## src/rtl/ram_access_controller_pkg.sv

```systemverilog
// Shared constants and FSM state encoding for the RAM access controller.
package mem_ctrl_pkg;

  localparam int unsigned ADDR_W       = 9;
  localparam int unsigned DATA_W       = 32;
  localparam int unsigned RAM_DEPTH    = 512;
  localparam int unsigned LEN_W        = 3;
  localparam int unsigned READ_LATENCY = 1;

  typedef enum logic [2:0] {
    IDLE,
    RD_ISSUE,
    RD_DRAIN,
    WR,
    FINISH
  } state_t;

endpackage

```

## src/rtl/ram_access_controller_if.sv

```systemverilog
// CPU-side request / write-beat / read-beat bundle of the RAM access controller.
interface ram_access_controller_if #(
  parameter int unsigned ADDR_W = 9,
  parameter int unsigned DATA_W = 32,
  parameter int unsigned LEN_W  = 3
);
  logic              req_valid;
  logic              req_ready;
  logic              req_write;
  logic [ADDR_W-1:0] req_addr;
  logic [LEN_W-1:0]  req_len;
  logic [DATA_W-1:0] wdata;
  logic              wdata_valid;
  logic              wdata_ready;
  logic [DATA_W-1:0] rdata;
  logic              rvalid;
  logic              done;
  logic              busy;

  modport master (
    output req_valid, req_write, req_addr, req_len, wdata, wdata_valid,
    input  req_ready, wdata_ready, rdata, rvalid, done, busy
  );

  modport slave (
    input  req_valid, req_write, req_addr, req_len, wdata, wdata_valid,
    output req_ready, wdata_ready, rdata, rvalid, done, busy
  );
endinterface

```

## src/rtl/ram_access_controller_rd_valid_pipe.sv

```systemverilog
// Tracks issued read strobes until their RAM data is ready to be captured.
module rd_valid_pipe #(
  parameter int unsigned READ_LATENCY = 1
) (
  input  logic clock,
  input  logic clear,
  input  logic issue,
  output logic capture,
  output logic pending_empty
);
  localparam int unsigned DEPTH = READ_LATENCY + 1;

  logic [DEPTH-1:0] pipe_q, pipe_d;

  always_comb begin
    pipe_d = {pipe_q[DEPTH-2:0], issue};
  end

  always_ff @(posedge clock) begin
    if (clear) pipe_q <= '0;
    else       pipe_q <= pipe_d;
  end

  // pending_empty: nothing is in flight behind the beat at the capture stage
  assign capture       = pipe_q[DEPTH-1];
  assign pending_empty = ~|pipe_q[DEPTH-2:0];

endmodule

```

## src/rtl/ram_access_controller.sv

```systemverilog
// Burst read/write master for the 512x32 synchronous RAM; registered RAM strobes,
// per-beat read data stream and a done pulse per transaction.
module ram_access_controller
  import mem_ctrl_pkg::*;
#(
  parameter int unsigned ADDR_W       = mem_ctrl_pkg::ADDR_W,
  parameter int unsigned DATA_W       = mem_ctrl_pkg::DATA_W,
  parameter int unsigned LEN_W        = mem_ctrl_pkg::LEN_W,
  parameter int unsigned READ_LATENCY = mem_ctrl_pkg::READ_LATENCY
) (
  input  logic                    clock,
  input  logic                    clear,
  ram_access_controller_if.slave  cpu,
  output logic [DATA_W-1:0]       ram_D,
  output logic [ADDR_W-1:0]       ram_address,
  output logic                    ram_read,
  output logic                    ram_write,
  input  logic [DATA_W-1:0]       ram_Q
);
  localparam logic [LEN_W:0] BEAT_ONE = {{LEN_W{1'b0}}, 1'b1};

  state_t            state_q, state_d;
  logic [LEN_W:0]    beat_q, beat_d;
  logic [ADDR_W-1:0] base_q, base_d;
  logic [LEN_W-1:0]  len_q, len_d;
  logic              ram_read_q, ram_read_d;
  logic              ram_write_q, ram_write_d;
  logic [ADDR_W-1:0] ram_addr_q, ram_addr_d;
  logic [DATA_W-1:0] ram_d_q, ram_d_d;
  logic [DATA_W-1:0] rdata_q, rdata_d;
  logic              rvalid_q, rvalid_d;
  logic              done_q, done_d;

  logic              capture, pending_empty;
  logic              beats_left, last_beat;
  logic [ADDR_W-1:0] beat_addr;

  rd_valid_pipe #(.READ_LATENCY(READ_LATENCY)) u_rd_valid_pipe (
    .clock         (clock),
    .clear         (clear),
    .issue         (ram_read_d),
    .capture       (capture),
    .pending_empty (pending_empty)
  );

  assign beats_left = (beat_q <= {1'b0, len_q});
  assign last_beat  = (beat_q == {1'b0, len_q});
  assign beat_addr  = base_q + ADDR_W'(beat_q);

  always_comb begin
    state_d     = state_q;
    beat_d      = beat_q;
    base_d      = base_q;
    len_d       = len_q;
    ram_read_d  = 1'b0;
    ram_write_d = 1'b0;
    ram_addr_d  = ram_addr_q;
    ram_d_d     = ram_d_q;
    rdata_d     = capture ? ram_Q : rdata_q;
    rvalid_d    = capture;
    done_d      = 1'b0;

    // done is registered, so the FSM leaves RD_DRAIN/WR one edge after raising it
    unique case (state_q)
      IDLE: begin
        if (cpu.req_valid) begin
          base_d  = cpu.req_addr;
          len_d   = cpu.req_len;
          beat_d  = '0;
          state_d = cpu.req_write ? WR : RD_ISSUE;
        end
      end
      RD_ISSUE: begin
        ram_read_d = 1'b1;
        ram_addr_d = beat_addr;
        beat_d     = beat_q + BEAT_ONE;
        if (last_beat) state_d = RD_DRAIN;
      end
      RD_DRAIN: begin
        if (done_q)                          state_d = FINISH;
        else if (capture && pending_empty)   done_d  = 1'b1;
      end
      WR: begin
        if (beats_left) begin
          if (cpu.wdata_valid) begin
            ram_write_d = 1'b1;
            ram_d_d     = cpu.wdata;
            ram_addr_d  = beat_addr;
            beat_d      = beat_q + BEAT_ONE;
          end
        end else if (done_q) begin
          state_d = FINISH;
        end else begin
          done_d = 1'b1;
        end
      end
      FINISH:  state_d = IDLE;
      default: state_d = IDLE;
    endcase
  end

  always_ff @(posedge clock) begin
    if (clear) begin
      state_q     <= IDLE;
      beat_q      <= '0;
      base_q      <= '0;
      len_q       <= '0;
      ram_read_q  <= 1'b0;
      ram_write_q <= 1'b0;
      ram_addr_q  <= '0;
      ram_d_q     <= '0;
      rdata_q     <= '0;
      rvalid_q    <= 1'b0;
      done_q      <= 1'b0;
    end else begin
      state_q     <= state_d;
      beat_q      <= beat_d;
      base_q      <= base_d;
      len_q       <= len_d;
      ram_read_q  <= ram_read_d;
      ram_write_q <= ram_write_d;
      ram_addr_q  <= ram_addr_d;
      ram_d_q     <= ram_d_d;
      rdata_q     <= rdata_d;
      rvalid_q    <= rvalid_d;
      done_q      <= done_d;
    end
  end

  assign cpu.req_ready   = (state_q == IDLE) && !clear;
  assign cpu.wdata_ready = (state_q == WR) && beats_left;
  assign cpu.busy        = (state_q != IDLE);
  assign cpu.rdata       = rdata_q;
  assign cpu.rvalid      = rvalid_q;
  assign cpu.done        = done_q;

  assign ram_read    = ram_read_q;
  assign ram_write   = ram_write_q;
  assign ram_address = ram_addr_q;
  assign ram_D       = ram_d_q;

endmodule

```

## src/flat_wrapper.sv

```systemverilog
// flat-port wrapper written by rule: the top's interface ports become plain ports
module ram_access_controller_flat import mem_ctrl_pkg::*;
#(
  parameter int unsigned ADDR_W       = mem_ctrl_pkg::ADDR_W,
  parameter int unsigned DATA_W       = mem_ctrl_pkg::DATA_W,
  parameter int unsigned LEN_W        = mem_ctrl_pkg::LEN_W,
  parameter int unsigned READ_LATENCY = mem_ctrl_pkg::READ_LATENCY
)
  (clock, clear, ram_D, ram_address, ram_read, ram_write, ram_Q, cpu_req_valid, cpu_req_write, cpu_req_addr, cpu_req_len, cpu_wdata, cpu_wdata_valid, cpu_req_ready, cpu_wdata_ready, cpu_rdata, cpu_rvalid, cpu_done, cpu_busy);
  ram_access_controller_if #(.ADDR_W(ADDR_W), .DATA_W(DATA_W), .LEN_W(LEN_W)) cpu_i ();
  input  logic clock;
  input  logic clear;
  output logic [DATA_W-1:0] ram_D;
  output logic [ADDR_W-1:0] ram_address;
  output logic ram_read;
  output logic ram_write;
  input  logic [DATA_W-1:0] ram_Q;
  input wire logic [$bits(cpu_i.req_valid)-1:0] cpu_req_valid;
  input wire logic [$bits(cpu_i.req_write)-1:0] cpu_req_write;
  input wire logic [$bits(cpu_i.req_addr)-1:0] cpu_req_addr;
  input wire logic [$bits(cpu_i.req_len)-1:0] cpu_req_len;
  input wire logic [$bits(cpu_i.wdata)-1:0] cpu_wdata;
  input wire logic [$bits(cpu_i.wdata_valid)-1:0] cpu_wdata_valid;
  output wire logic [$bits(cpu_i.req_ready)-1:0] cpu_req_ready;
  output wire logic [$bits(cpu_i.wdata_ready)-1:0] cpu_wdata_ready;
  output wire logic [$bits(cpu_i.rdata)-1:0] cpu_rdata;
  output wire logic [$bits(cpu_i.rvalid)-1:0] cpu_rvalid;
  output wire logic [$bits(cpu_i.done)-1:0] cpu_done;
  output wire logic [$bits(cpu_i.busy)-1:0] cpu_busy;
  assign cpu_i.req_valid = cpu_req_valid;
  assign cpu_i.req_write = cpu_req_write;
  assign cpu_i.req_addr = cpu_req_addr;
  assign cpu_i.req_len = cpu_req_len;
  assign cpu_i.wdata = cpu_wdata;
  assign cpu_i.wdata_valid = cpu_wdata_valid;
  assign cpu_req_ready = cpu_i.req_ready;
  assign cpu_wdata_ready = cpu_i.wdata_ready;
  assign cpu_rdata = cpu_i.rdata;
  assign cpu_rvalid = cpu_i.rvalid;
  assign cpu_done = cpu_i.done;
  assign cpu_busy = cpu_i.busy;
  ram_access_controller #(.ADDR_W(ADDR_W), .DATA_W(DATA_W), .LEN_W(LEN_W), .READ_LATENCY(READ_LATENCY)) u_core (.clock(clock), .clear(clear), .cpu(cpu_i), .ram_D(ram_D), .ram_address(ram_address), .ram_read(ram_read), .ram_write(ram_write), .ram_Q(ram_Q));
endmodule
```

## config.mk

```make
export PLATFORM = sky130hd
export DESIGN_NAME = ram_access_controller_flat
export DESIGN_NICKNAME = d
export VERILOG_FILES = /design/src/rtl/ram_access_controller_pkg.sv /design/src/rtl/ram_access_controller_if.sv /design/src/rtl/ram_access_controller_rd_valid_pipe.sv /design/src/rtl/ram_access_controller.sv /design/src/flat_wrapper.sv
export SDC_FILE = /design/constraint.sdc
export NUM_CORES = 1
export LEC_CHECK = 0
export CAP_MARGIN = 5
export CORE_MARGIN = 2
export CORE_UTILIZATION = 39
export CTS_CLUSTER_DIAMETER = 100
export DETAILED_ROUTE_END_ITERATION = 10
export PLACE_DENSITY = 0.76
export SYNTH_ARGS = -nofsm -noshare
export SYNTH_HDL_FRONTEND = slang
export SYNTH_SLANG_ARGS = --single-unit
```

## constraint.sdc

```tcl
create_clock -name clock -period 2.06 [get_ports clock]
set_input_delay 0.412 -clock clock [delete_from_list [all_inputs] [get_ports clock]]
set_output_delay 0.412 -clock clock [all_outputs]
set_load 0.02 [all_outputs]
```

==> metrics.md, run 1 <==
| Metric | Value |
|---|---|
| M1 WL | approximately 4600 um |
| Worst flop-to-flop path startpoint | u_core.beat_q[0]$_SDFFE_PP0P_ |
| Endpoints failing hold | 0 |
| CTS root buffer | clkbuf_8 |
| P per Cell Area | between 800 and 900 nW/um2 |
| Worst-Margin Slew | 0.4955 ns |
| Share of Yosys cell area claimed by the top area cell type | around 48% |
| Synth Area in Simple Gates | around 18% |
| Min-Delay Path Class | input pin to register |
| Later-pin clock latency in the skew report | approximately 0.36 ns |
| Fin cells | 750 |
| GPL Wtd Cong | approximately 0.78 |
| Internal power | roughly 0.0037 W |
| #FFs+latches synth | 97 |
| EDFF count, synth | 0 |
| Die Height | between 100 and 150 um |
| Asr flop ratio synth | 0% |
| Multiplexer share of the synthesized area | ~17% |
| Critical Path RT | 1.65 ns |
| Outcome | finished clean |
| Fin nets | about 700 |
| Vias | about 3600 |
| WL met3 | 448 um |
| Switching Power | about 0.0018 W |
| WP data arrival | 1.59 ns |
| Fin. max-slew vios | 0 |
| Die W | around 110 um |
| Antenna violations before repair | 0 |
| Remaining DRCs | 0 |
| Most frequent cells after synthesis | 97 x dfxtp_1, 95 x nand2_1, 66 x mux2i_1 |
| Register clock-pin slew on the reported worst setup and hold paths | roughly 0.09 ns |
| Final core occ | a little over 60% |
| Worst Setup SP | u_core.len_q[1]$_SDFFE_PP0P_ |
| Detailed Routing Iterations Pass 1 | 4 |
| Worst R2R Setup Slack | around 0.12 ns |
| Startpoint types | register |
| Layout cells sized above 1 | between 10% and 20% |
| Area growth syn-to-layout | 52.44% |
| Ports | 161 |
| Count leader, synth | dfxtp_1 |
| Setup violations, final | 0 |
| CTS Buffer Depth | 2 |
| Highest Clock Rate | about 500 MHz |
| Largest net degree at the start of global routing | just under 70 |
| Setup Skew | between 0.007 and 0.008 ns |
| Post-synthesis xor/xnor area fraction | 0.8647% |
| Crit Path Max Fanout | 3 |
| Num CTS Buffers | 9 |
| Synth Cell Area | 4051 um2 |
| Sw Ratio | 33.43% |
| Post-placement cell count | approximately 730 |
| Final min period | about 2 ns |
| Main flop type after synthesis | dfxtp_1 |
| Synth area leaders | dfxtp_1 48%, mux2i_1 16%, nand2_1 8.8%, nor2_1 3.7%, a21oi_1 2.8% |
| Setup Fix Bufs, Post-CTS | 0 |
| R2r worst-path depth | 8 |
| Main combinational cell family by area after synthesis | simple AND/OR/NAND/NOR gates |
| CP Class | register to output port |
| GR Overflow Total | 0 |
| Met2 WL | between 5000 and 6000 um |
| Number of vias per cell | just under 5 |
| Hold Path End | u_core.state_q[0]$_SDFFE_PP0P_ |
| Cts hold-fix bufs | 0 |
| Post-DRT Antenna Nets | 0 |
| Num rows | 37 |
| Average wire per standard cell | roughly 14 um |
| DR top layer | met4 |
| Worst vdd rail ir drop | between 0.3 and 0.4 mV |
| Total Neg Setup Slack | 0 ns |
| Vias in the first global route | about 3500 |
| Sequential share of power | 40.5% |
| Hold Startpoint | clear |
| Post-synth net total | 530 |
| Clock network fraction of total power | 22.9% |
| Post-Synth Adder-Cell Area | 2.965% |
| Core ar. | slightly above 10000 um2 |
| Post-synthesis cell count | between 400 and 500 |
| Comb pwr share | 36.5% |
| IO Port Bufs | 160 |
| Max-cap violations | 0 |
| TritonCTS clock tree | yes |
| ANT cells | 0 |
| Yosys warnings | 0 |
| Post-synthesis cell type count | 47 |
| Critical path capture point type | output port |
| CTS sink count | 97 |
| Pleak | 2.239 nW |
| DRT Wirelength | 10480 um |
| Hold depth | 3 |
| Slew margin rel. | roughly 67% |
| Mean area per synthesized cell | 9.208 um2 |
| # H-tree levels | 3 |
| Iter 0 DRT Violations | 201 |
| Tcrit/Tclk final | 97.26% |
| First-pass GRT wire length | about 17000 um |
| Register area share after synthesis | between 40% and 50% |
| Reg-to-Reg End | u_core.ram_address[6]$_SDFFE_PP0P_ |
| Post-synth top area cell | dfxtp_1 |
| Synth Area in Compound Gates | under 10% |
| Initial Util | about two fifths |
| Hpwl dp | between 7000 and 8000 um |
| Total track usage | 18.48% |
| Die outline area | about 11000 um2 |
| RSZ-0062 raised after global routing | true |
## layout by cell type, fill, tap and decap left out, types with 2 or more instances in the layout
cell type	netlist	routed
clkinvlp_4	0	3
nor2b_1	3	3
inv_2	0	3
a21oi_2	2	2
buf_12	0	3
o21a_1	2	2
nand3b_1	2	2
ha_4	0	3
mux2i_1	66	66
nand3_1	10	10
ha_1	8	5
o21ai_0	2	2
dfxtp_1	97	93
nor2_1	40	40
o31ai_1	2	2
nor3_1	8	7
and3_1	2	2
a21o_1	2	2
inv_1	8	5
a21oi_1	23	23
o211ai_1	3	3
dfxtp_2	0	4
buf_4	0	24
xnor2_1	4	4
nand2b_1	2	2
o21ai_1	4	4
clkbuf_8	0	10
a211oi_1	4	3
and2_1	2	2
clkdlybuf4s50_1	0	157
nand2_1	95	95
## power by group through the flow
stage	combinational [W]	clock (W)	sequential, W
3_5_place_dp	0.00198	0	0.00227
4_1_cts	0.00201	0.00131	0.00223
5_1_grt	0.00220	0.00138	0.00226
3_3_place_gp	0.00194	0	0.00226
6_report	0.00202	0.00126	0.00224
2_1_floorplan	0.000977	0	0.00238
## worst max-delay path by stage
stage                                         end  slack, ns
floorplan           u_core.ram_D[10]$_SDFFE_PP0P_       0.13
global placement                  cpu_wdata_ready      -0.17
detailed placement                cpu_wdata_ready      -0.24
CTS                               cpu_wdata_ready      0.007
global route                      cpu_wdata_ready      -0.02
finish                            cpu_wdata_ready       0.06
## stage by stage
step                hold WS (ns)  cell area (um2)  total power, W  worst slack, ns
global placement          0.4419             5922        0.004200          -0.1737
detailed placement        0.4480             5922        0.004249          -0.2370
floorplan                 0.4363             4058        0.003354           0.1342
CTS                       0.4448             6162        0.005555         0.007143
global route              0.4739             6176        0.005836         -0.02089
finish                    0.4538             6176        0.005516          0.05638
## area by class of cell
type                    count  area [um2]
clock buffers              10       137.6
clock inverters             6       66.31
fillers                   912        4009
inverters                   8       30.03
multi-input cells         307        1999
flip-flops and latches     97        1947
well taps                 136       170.2
repair buffers            186        1826
## sequential cells by signal, summed over array words and instances (netlist names)
signal	cells
u_core.cpu.done	1
u_core.u_rd_valid_pipe.pipe_q	2
u_core.base_q	9
u_core.ram_write	1
u_core.cpu.rvalid	1
u_core.beat_q	4
u_core.cpu.rdata	32
u_core.len_q	3
u_core.state_q	3
u_core.ram_D	32
u_core.ram_address	9
## kinds of logic (layout without fill, tap and decap cells)
group,count (synthesis),after routing
AND/OR/NAND/NOR,172,172
flip-flops,97,97
multiplexers,67,67
AO/OA/AOI/OAI,55,55
buffers and inverters,36,210
adder cells (fa/ha/maj),9,9
XOR/XNOR,4,4
## metal layers
metal  vias up  track usage (%)
li1       1826                -
met1      1683            23.21
met2        99            31.47
met3        15            3.004
met4         0            7.801
met5         -                0
## critical path: stages, from the launching register on
cell	delay, ns
dfxtp_2	0.33
inv_1	0.06
ha_4	0.27
and3_4	0.18
a21oi_2	0.05
nor4_2	0.15
buf_4	0.19
## timing repair
action	4_1_cts	5_1_grt
pin swaps	3	0
gates resized for setup	12	6
endpoints found under the hold margin	0	0
endpoints found under the setup margin	2	5
Note: power is estimated with default switching activity, not from simulation.
==> run 2, diff against run 1 <==
--- a/constraint.sdc
+++ b/constraint.sdc
@@ -3,2 +3,2 @@
 set_output_delay 0.412 -clock clock [all_outputs]
-set_load 0.02 [all_outputs]
+set_load 0.1 [all_outputs]
==> run 2 against run 1 <==
The flow now finishes with violations (setup timing). Sequential power is essentially flat. Sequential cell count is the same. Sequential share of layout area grew 0.86 points. Worst hold slack gained 0.0091 ns. Clock skew grew 0.0037 ns. Combinational power grew 42%. Global-route usage grew 0.25 points. Utilization shrank 1.3 points. Clock power grew 18%. Maximum frequency shrank 9.3%. Highest routed layer unchanged.
==> metrics.md, run 2 (synthesized netlist as in run 1, its figures left out) <==
| Metric | Value |
|---|---|
| Leading cell type in the layout, fill and taps excluded | nand2_1 |
| Antenna violations before repair | 0 |
| Vias | around 3600 |
| GR Overflow Total | 0 |
| Post-DRT Antenna Nets | 0 |
| DRT Wirelength | around 11000 um |
| Min-Delay Path Class | register to register |
| GPL Wtd Cong | about 0.87 |
| TritonCTS clock tree | yes |
| Crit Path Max Fanout | 4 |
| P per Cell Area | 1096 nW/um2 |
| First-pass GRT wire length | 16740 um |
| Critical-path cell list | inv_2 -> ha_4 -> and3_4 -> a21oi_4 -> nor4_4 -> buf_12 |
| Worst Setup SP | u_core.len_q[2]$_SDFFE_PP0P_ |
| Area growth syn-to-layout | 49.14% |
| Commonest cells after routing, fill and taps aside | 95 x nand2_1, 94 x buf_4, 91 x dfxtp_1 |
| ANT cells | 0 |
| Total Neg Setup Slack | -0.1503 ns |
| Worst vdd rail ir drop | 0.7563 mV |
| Slew margin rel. | 62.64% |
| Setup violations, final | 1 |
| Ports | between 150 and 200 |
| Violated checks | setup timing |
| Worst-Margin Slew | ~0.56 ns |
| Core ar. | just over 10000 um2 |
| Grt peak-use layer | met2 |
| Final min period | 2.210 ns |
| Met2 usage | a little over 30% |
| Outcome | finished, violations left |
| R2r worst-path depth | 8 |
| Highest Clock Rate | roughly 450 MHz |
| Cts hold-fix bufs | 0 |
| Setup Skew | 0.01166 ns |
| Register clock-pin slew on the reported worst setup and hold paths | roughly 0.09 ns |
| Number of vias per cell | ~4.9 |
| Num rows | 37 |
| Total track usage | a little under a fifth |
| Hold Path End | u_core.ram_D[19]$_SDFFE_PP0P_ |
| Average wire per standard cell | 14.68 um |
| Fin nets | between 600 and 700 |
| Fin cells | about 740 |
| Worst R2R Setup Slack | 0.14 ns |
| Pleak | 2.402 nW |
| CP Class | register to output port |
| Initial Util | 39.78% |
| Critical path capture point type | output port |
| IO Port Bufs | between 150 and 200 |
| Max-cap violations | 0 |
| Hpwl dp | just under 8000 um |
| Crit path max-delay cell type | dfxtp_2 |
| CTS Buffer Depth | 2 |
| Largest net degree at the start of global routing | 44 |
| Startpoint types | register |
| Iter 0 DRT Violations | 264 |
| Later-pin clock latency in the skew report | ~0.37 ns |
| Post-placement cell count | around 700 |
| Worst flop-to-flop path startpoint | u_core.beat_q[0]$_SDFFE_PP0P_ |
| CTS root buffer | clkbuf_8 |
| RSZ-0062 raised after global routing | true |
| Critical Path RT | approximately 1.7 ns |
| Reg-to-Reg End | u_core.ram_address[6]$_SDFFE_PP0P_ |
| Layout cells sized above 1 | between 20 and 25% |
| Die W | about 110 um |
| Remaining DRCs | 0 |
| Num CTS Buffers | 9 |
| WP data arrival | between 1.5 and 2 ns |
| Tcrit/Tclk final | 107.3% |
| Detailed Routing Iterations Pass 1 | 5 |
| CTS sink count | a little under 100 |
| Crit-path max cell delay | 0.34 ns |
| Die Height | ~110 um |
| # H-tree levels | 3 |
| Vias in the first global route | 3409 |
| Endpoints failing hold | 0 |
| Worst setup margin | -0.1503 ns |
| Fin. max-slew vios | 0 |
| Hold depth | 2 |
| Met3 usage | 3.495% |
| Fillers | a little over 900 |
| Hold Startpoint | u_core.ram_D[19]$_SDFFE_PP0P_ |
| M1 GR Usage | a little under a quarter |
| Die outline area | ~11000 um2 |
==> run 2: area by class of cell <==
type                       count  area, um2  share of cell area [%]
multi-input combinational    307       2028                   33.57
sequential                    97       1957                   32.39
timing repair buffer         180       1618                   26.78
tap                          136      170.2                   2.816
clock buffer                   9      123.9                   2.050
clock inverter                 6      115.1                   1.905
inverter                       8      30.03                  0.4970
==> run 2: metrics by stage <==
step	power [W]	hold slack (ns)	instance area, um2	setup WS, ns	util (%)
floorplan	0.004311	0.4363	4130	-0.3586	-
global placement	0.005001	0.4428	5699	0.04153	55.96
detailed placement	0.005049	0.4500	5699	-0.01448	55.96
CTS	0.006650	0.4592	6001	-0.1791	58.92
global route	0.006927	0.4750	6042	-0.2363	59.32
finish	0.006623	0.4629	6042	-0.1503	59.32
==> run 2: power breakdown <==
part	internal [W]	total [W]	leakage, nW	switching, W
sequential	0.00208	0.00227	0.789	0.000181
clock	0.000809	0.00149	0.116	0.000680
combinational	0.000951	0.00287	1.50	0.00192
==> run 2: routing by layer <==
layer | up-vias | part of all wire, %
met3 | 21 | 6.3
met2 | 144 | 47
met5 | - | 0
met4 | 0 | 2.6
li1 | 1815 | -
met1 | 1659 | 44
==> run 2: how the worst max path moves through the flow <==
stage	to	cells after the start
6_report	cpu_wdata_ready	6
5_1_grt	cpu_wdata_ready	6
4_1_cts	cpu_wdata_ready	6
3_3_place_gp	u_core.beat_q[2]$_SDFFE_PP0P_	5
2_1_floorplan	cpu_wdata_ready	5
3_5_place_dp	u_core.ram_address[7]$_SDFFE_PP0P_	5
==> run 2: what timing repair did <==
item / 4_1_cts / 5_1_grt
setup endpoints to repair: 1 / 11
gates resized for setup: 6 / 4
pin swaps: 6 / 4
gates cloned: 0 / 1
setup buffers: 7 / 2
==> run 2: worst max-delay path: cells and delay by family, from the launching register on <==
family	cells	cell delay (ns)
adder cells (fa/ha/maj)	1	0.29
buffers and inverters	2	0.25
AO/OA/AOI/OAI	1	0.04
AND/OR/NAND/NOR	2	0.51
flip-flops	1	0.34
==> run 3, diff against run 2 <==
- CAP_MARGIN: 5 -> 25
- CELL_PAD_IN_SITES_DETAIL_PLACEMENT: default -> 0
- CELL_PAD_IN_SITES_GLOBAL_PLACEMENT: default -> 1
- CORE_UTILIZATION: 39 -> 28
- PLACE_DENSITY: 0.76 -> default
- PLACE_DENSITY_LB_ADDON: default -> 0.1
==> run 3 against run 2 <==
Register-to-register slack worse by 0.05 ns. Critical path depth stayed put. Utilization is 15 points lower. Largest cell class unchanged. Combinational power hardly changed. Clock-buffer cell count is 1 higher. Die area is 38% higher. Sequential cell count stayed put. Sequential share of layout area is 0.64 points lower. Worst hold slack worse by 0.0038 ns. The run still ends with setup timing left. Maximum frequency is 2.4% higher.
==> metrics.md, run 3 (synthesized netlist as in run 1, its figures left out) <==
| Metric | Value |
|---|---|
| Post-DRT Antenna Nets | 0 |
| Highest Clock Rate | roughly 460 MHz |
| Comb pwr share | a little over two fifths |
| Register clock-pin slew on the reported worst setup and hold paths | approximately 0.060 ns |
| RSZ-0062 raised after global routing | true |
| Internal power | 0.003983 W |
| Max-cap violations | 0 |
| Num rows | 43 |
| Number of vias per cell | about 4.6 |
| Remaining DRCs | 0 |
| Final core occ | a little over two fifths |
| Pleak | 2.425 nW |
| Worst vdd rail ir drop | about 0.9 mV |
| Tcrit/Tclk final | 104.7% |
| Fin. max-slew vios | 0 |
| Switching Power | 0.002836 W |
| IO Port Bufs | 160 |
| Fin nets | slightly below 700 |
| Later-pin clock latency in the skew report | around 0.34 ns |
| Worst-Margin Slew | 0.5480 ns |
| Crit path max-delay cell type | dfxtp_2 |
| Num CTS Buffers | 9 |
| Iter 0 DRT Violations | between 150 and 200 |
| Antenna violations before repair | 0 |
| Vias in the first global route | 3596 |
| ANT cells | 0 |
| Hpwl dp | ~8300 um |
| Layout cells sized above 1 | about 23% |
| First-pass GRT wire length | around 18000 um |
| Final min period | 2.158 ns |
| Leading cell type in the layout, fill and taps excluded | nand2_1 |
| Ports | 161 |
| WP data arrival | between 1.5 and 2 ns |
| Commonest cells after routing, fill and taps aside | 95 x nand2_1, 94 x buf_4, 91 x dfxtp_1 |
| Fillers | about 1400 |
| Startpoint types | register |
| Core ar. | between 10000 and 15000 um2 |
| Total track usage | ~15% |
| GR Overflow Total | 0 |
| TritonCTS clock tree | yes |
| Critical path capture point type | output port |
| Sequential share of power | between 30% and 40% |
| CTS root buffer | clkbuf_16 |
| Area growth syn-to-layout | 51.73% |
| Outcome | finished, violations left |
| DP Worst Slack | roughly 0.0016 ns |
| Average wire per standard cell | around 15 um |
| Crit Path Max Fanout | 4 |
| Die outline area | around 15000 um2 |
| CP Class | register to output port |
| Detailed Routing Iterations Pass 1 | 4 |
| # H-tree levels | 3 |
| Initial Util | slightly below 30% |
| Critical Path RT | around 1.7 ns |
| Sw Ratio | about two fifths |
| P per Cell Area | ~1100 nW/um2 |
| CTS sink count | 97 |
| Min-Delay Path Class | register to register |
| Crit-path max cell delay | 0.33 ns |
| Vias | 3594 |
| Die W | roughly 120 um |
| Setup violations, final | 1 |
| DRT Wirelength | ~12000 um |
| CTS Buffer Depth | 2 |
| GPL Wtd Cong | between 0.7 and 0.8 |
| Worst setup margin | -0.09751 ns |
| Setup Skew | around 0.0055 ns |
| Critical-path cell list | inv_2 -> ha_4 -> and3_4 -> a21oi_4 -> nor4_4 -> buf_12 |
| Largest net degree at the start of global routing | 66 |
| Violated checks | setup timing |
| Slew margin rel. | 63.47% |
| Clock network fraction of total power | between 20% and 30% |
| Endpoints failing hold | 0 |
| Die Height | 124.3 um |
[run 3: changes by cell type in the layout (fill, tap and decap cells not counted), sizes merged]
cell,before,now
inv,10,9
clkinvlp,1,2
clkinv,0,2
bufinv,3,1
clkbuf,10,11
[run 3: power groups by stage]
stage               registers [W]  clock network, W  logic [W]
finish                    0.00227           0.00169    0.00287
global route              0.00229           0.00182    0.00304
CTS                       0.00227           0.00176    0.00287
detailed placement        0.00231                 0    0.00278
global placement          0.00231                 0    0.00276
floorplan                 0.00309                 0    0.00122
[run 3: layout make-up]
cell class | count | area, um2 | share of cell area, %
tap | 180 | 225.2 | 3.664
sequential | 97 | 1952 | 31.75
timing repair buffer | 180 | 1618 | 26.32
clock buffer | 10 | 229.0 | 3.725
inverter | 8 | 30.03 | 0.4885
multi-input combinational | 307 | 2026 | 32.95
clock inverter | 6 | 67.56 | 1.099
[run 3: repair_timing]
action	in CTS	in global routing
hold buffers	0	0
gates cloned	0	1
setup endpoints to repair	1	8
resized for setup	2	4
pin swaps	5	1
setup buffers	6	1
[run 3: final timing paths]
| path | slack, ns | depth (start not counted) | from | to |
|---|---|---|---|---|
| setup / recovery | -0.1 | 6 | u_core.len_q[2]$_SDFFE_PP0P_ | cpu_wdata_ready |
| setup reg to reg | 0.09 | 9 | u_core.len_q[2]$_SDFFE_PP0P_ | u_core.ram_D[27]$_SDFFE_PP0P_ |
| hold / removal | 0.46 | 2 | u_core.ram_D[30]$_SDFFE_PP0P_ | u_core.ram_D[30]$_SDFFE_PP0P_ |
| hold reg to reg | 0.46 | 2 | u_core.ram_D[30]$_SDFFE_PP0P_ | u_core.ram_D[30]$_SDFFE_PP0P_ |
[run 3: worst max-delay path: cells and delay by family (launching register included)]
family                   cells  cell delay, ns
adder cells (fa/ha/maj)      1            0.28
AO/OA/AOI/OAI                1            0.04
flip-flops                   1            0.33
buffers and inverters        2            0.25
AND/OR/NAND/NOR              2            0.48
[run 3: per-stage QoR]
step / power (W) / cells / setup TNS (ns) / instance area, um2 / hold WS (ns)
floorplan: 0.004311 / 440 / -0.4932 / 4130 / 0.4363
global placement: 0.005068 / 764 / 0 / 5769 / 0.4424
detailed placement: 0.005089 / 764 / 0 / 5769 / 0.4482
CTS: 0.006896 / 786 / -0.1092 / 6115 / 0.4632
global route: 0.007154 / 788 / -0.2167 / 6147 / 0.4787
finish: 0.006819 / 788 / -0.09751 / 6147 / 0.4591
[run 3: routing by layer]
layer  GRT usage [%]  part of all wire [%]  routed length, um
met1           18.81                    47               5419
met2           23.30                    46               5312
met3           3.608                   5.0                580
met4           6.940                   2.1                244
met5               0                     0                  0
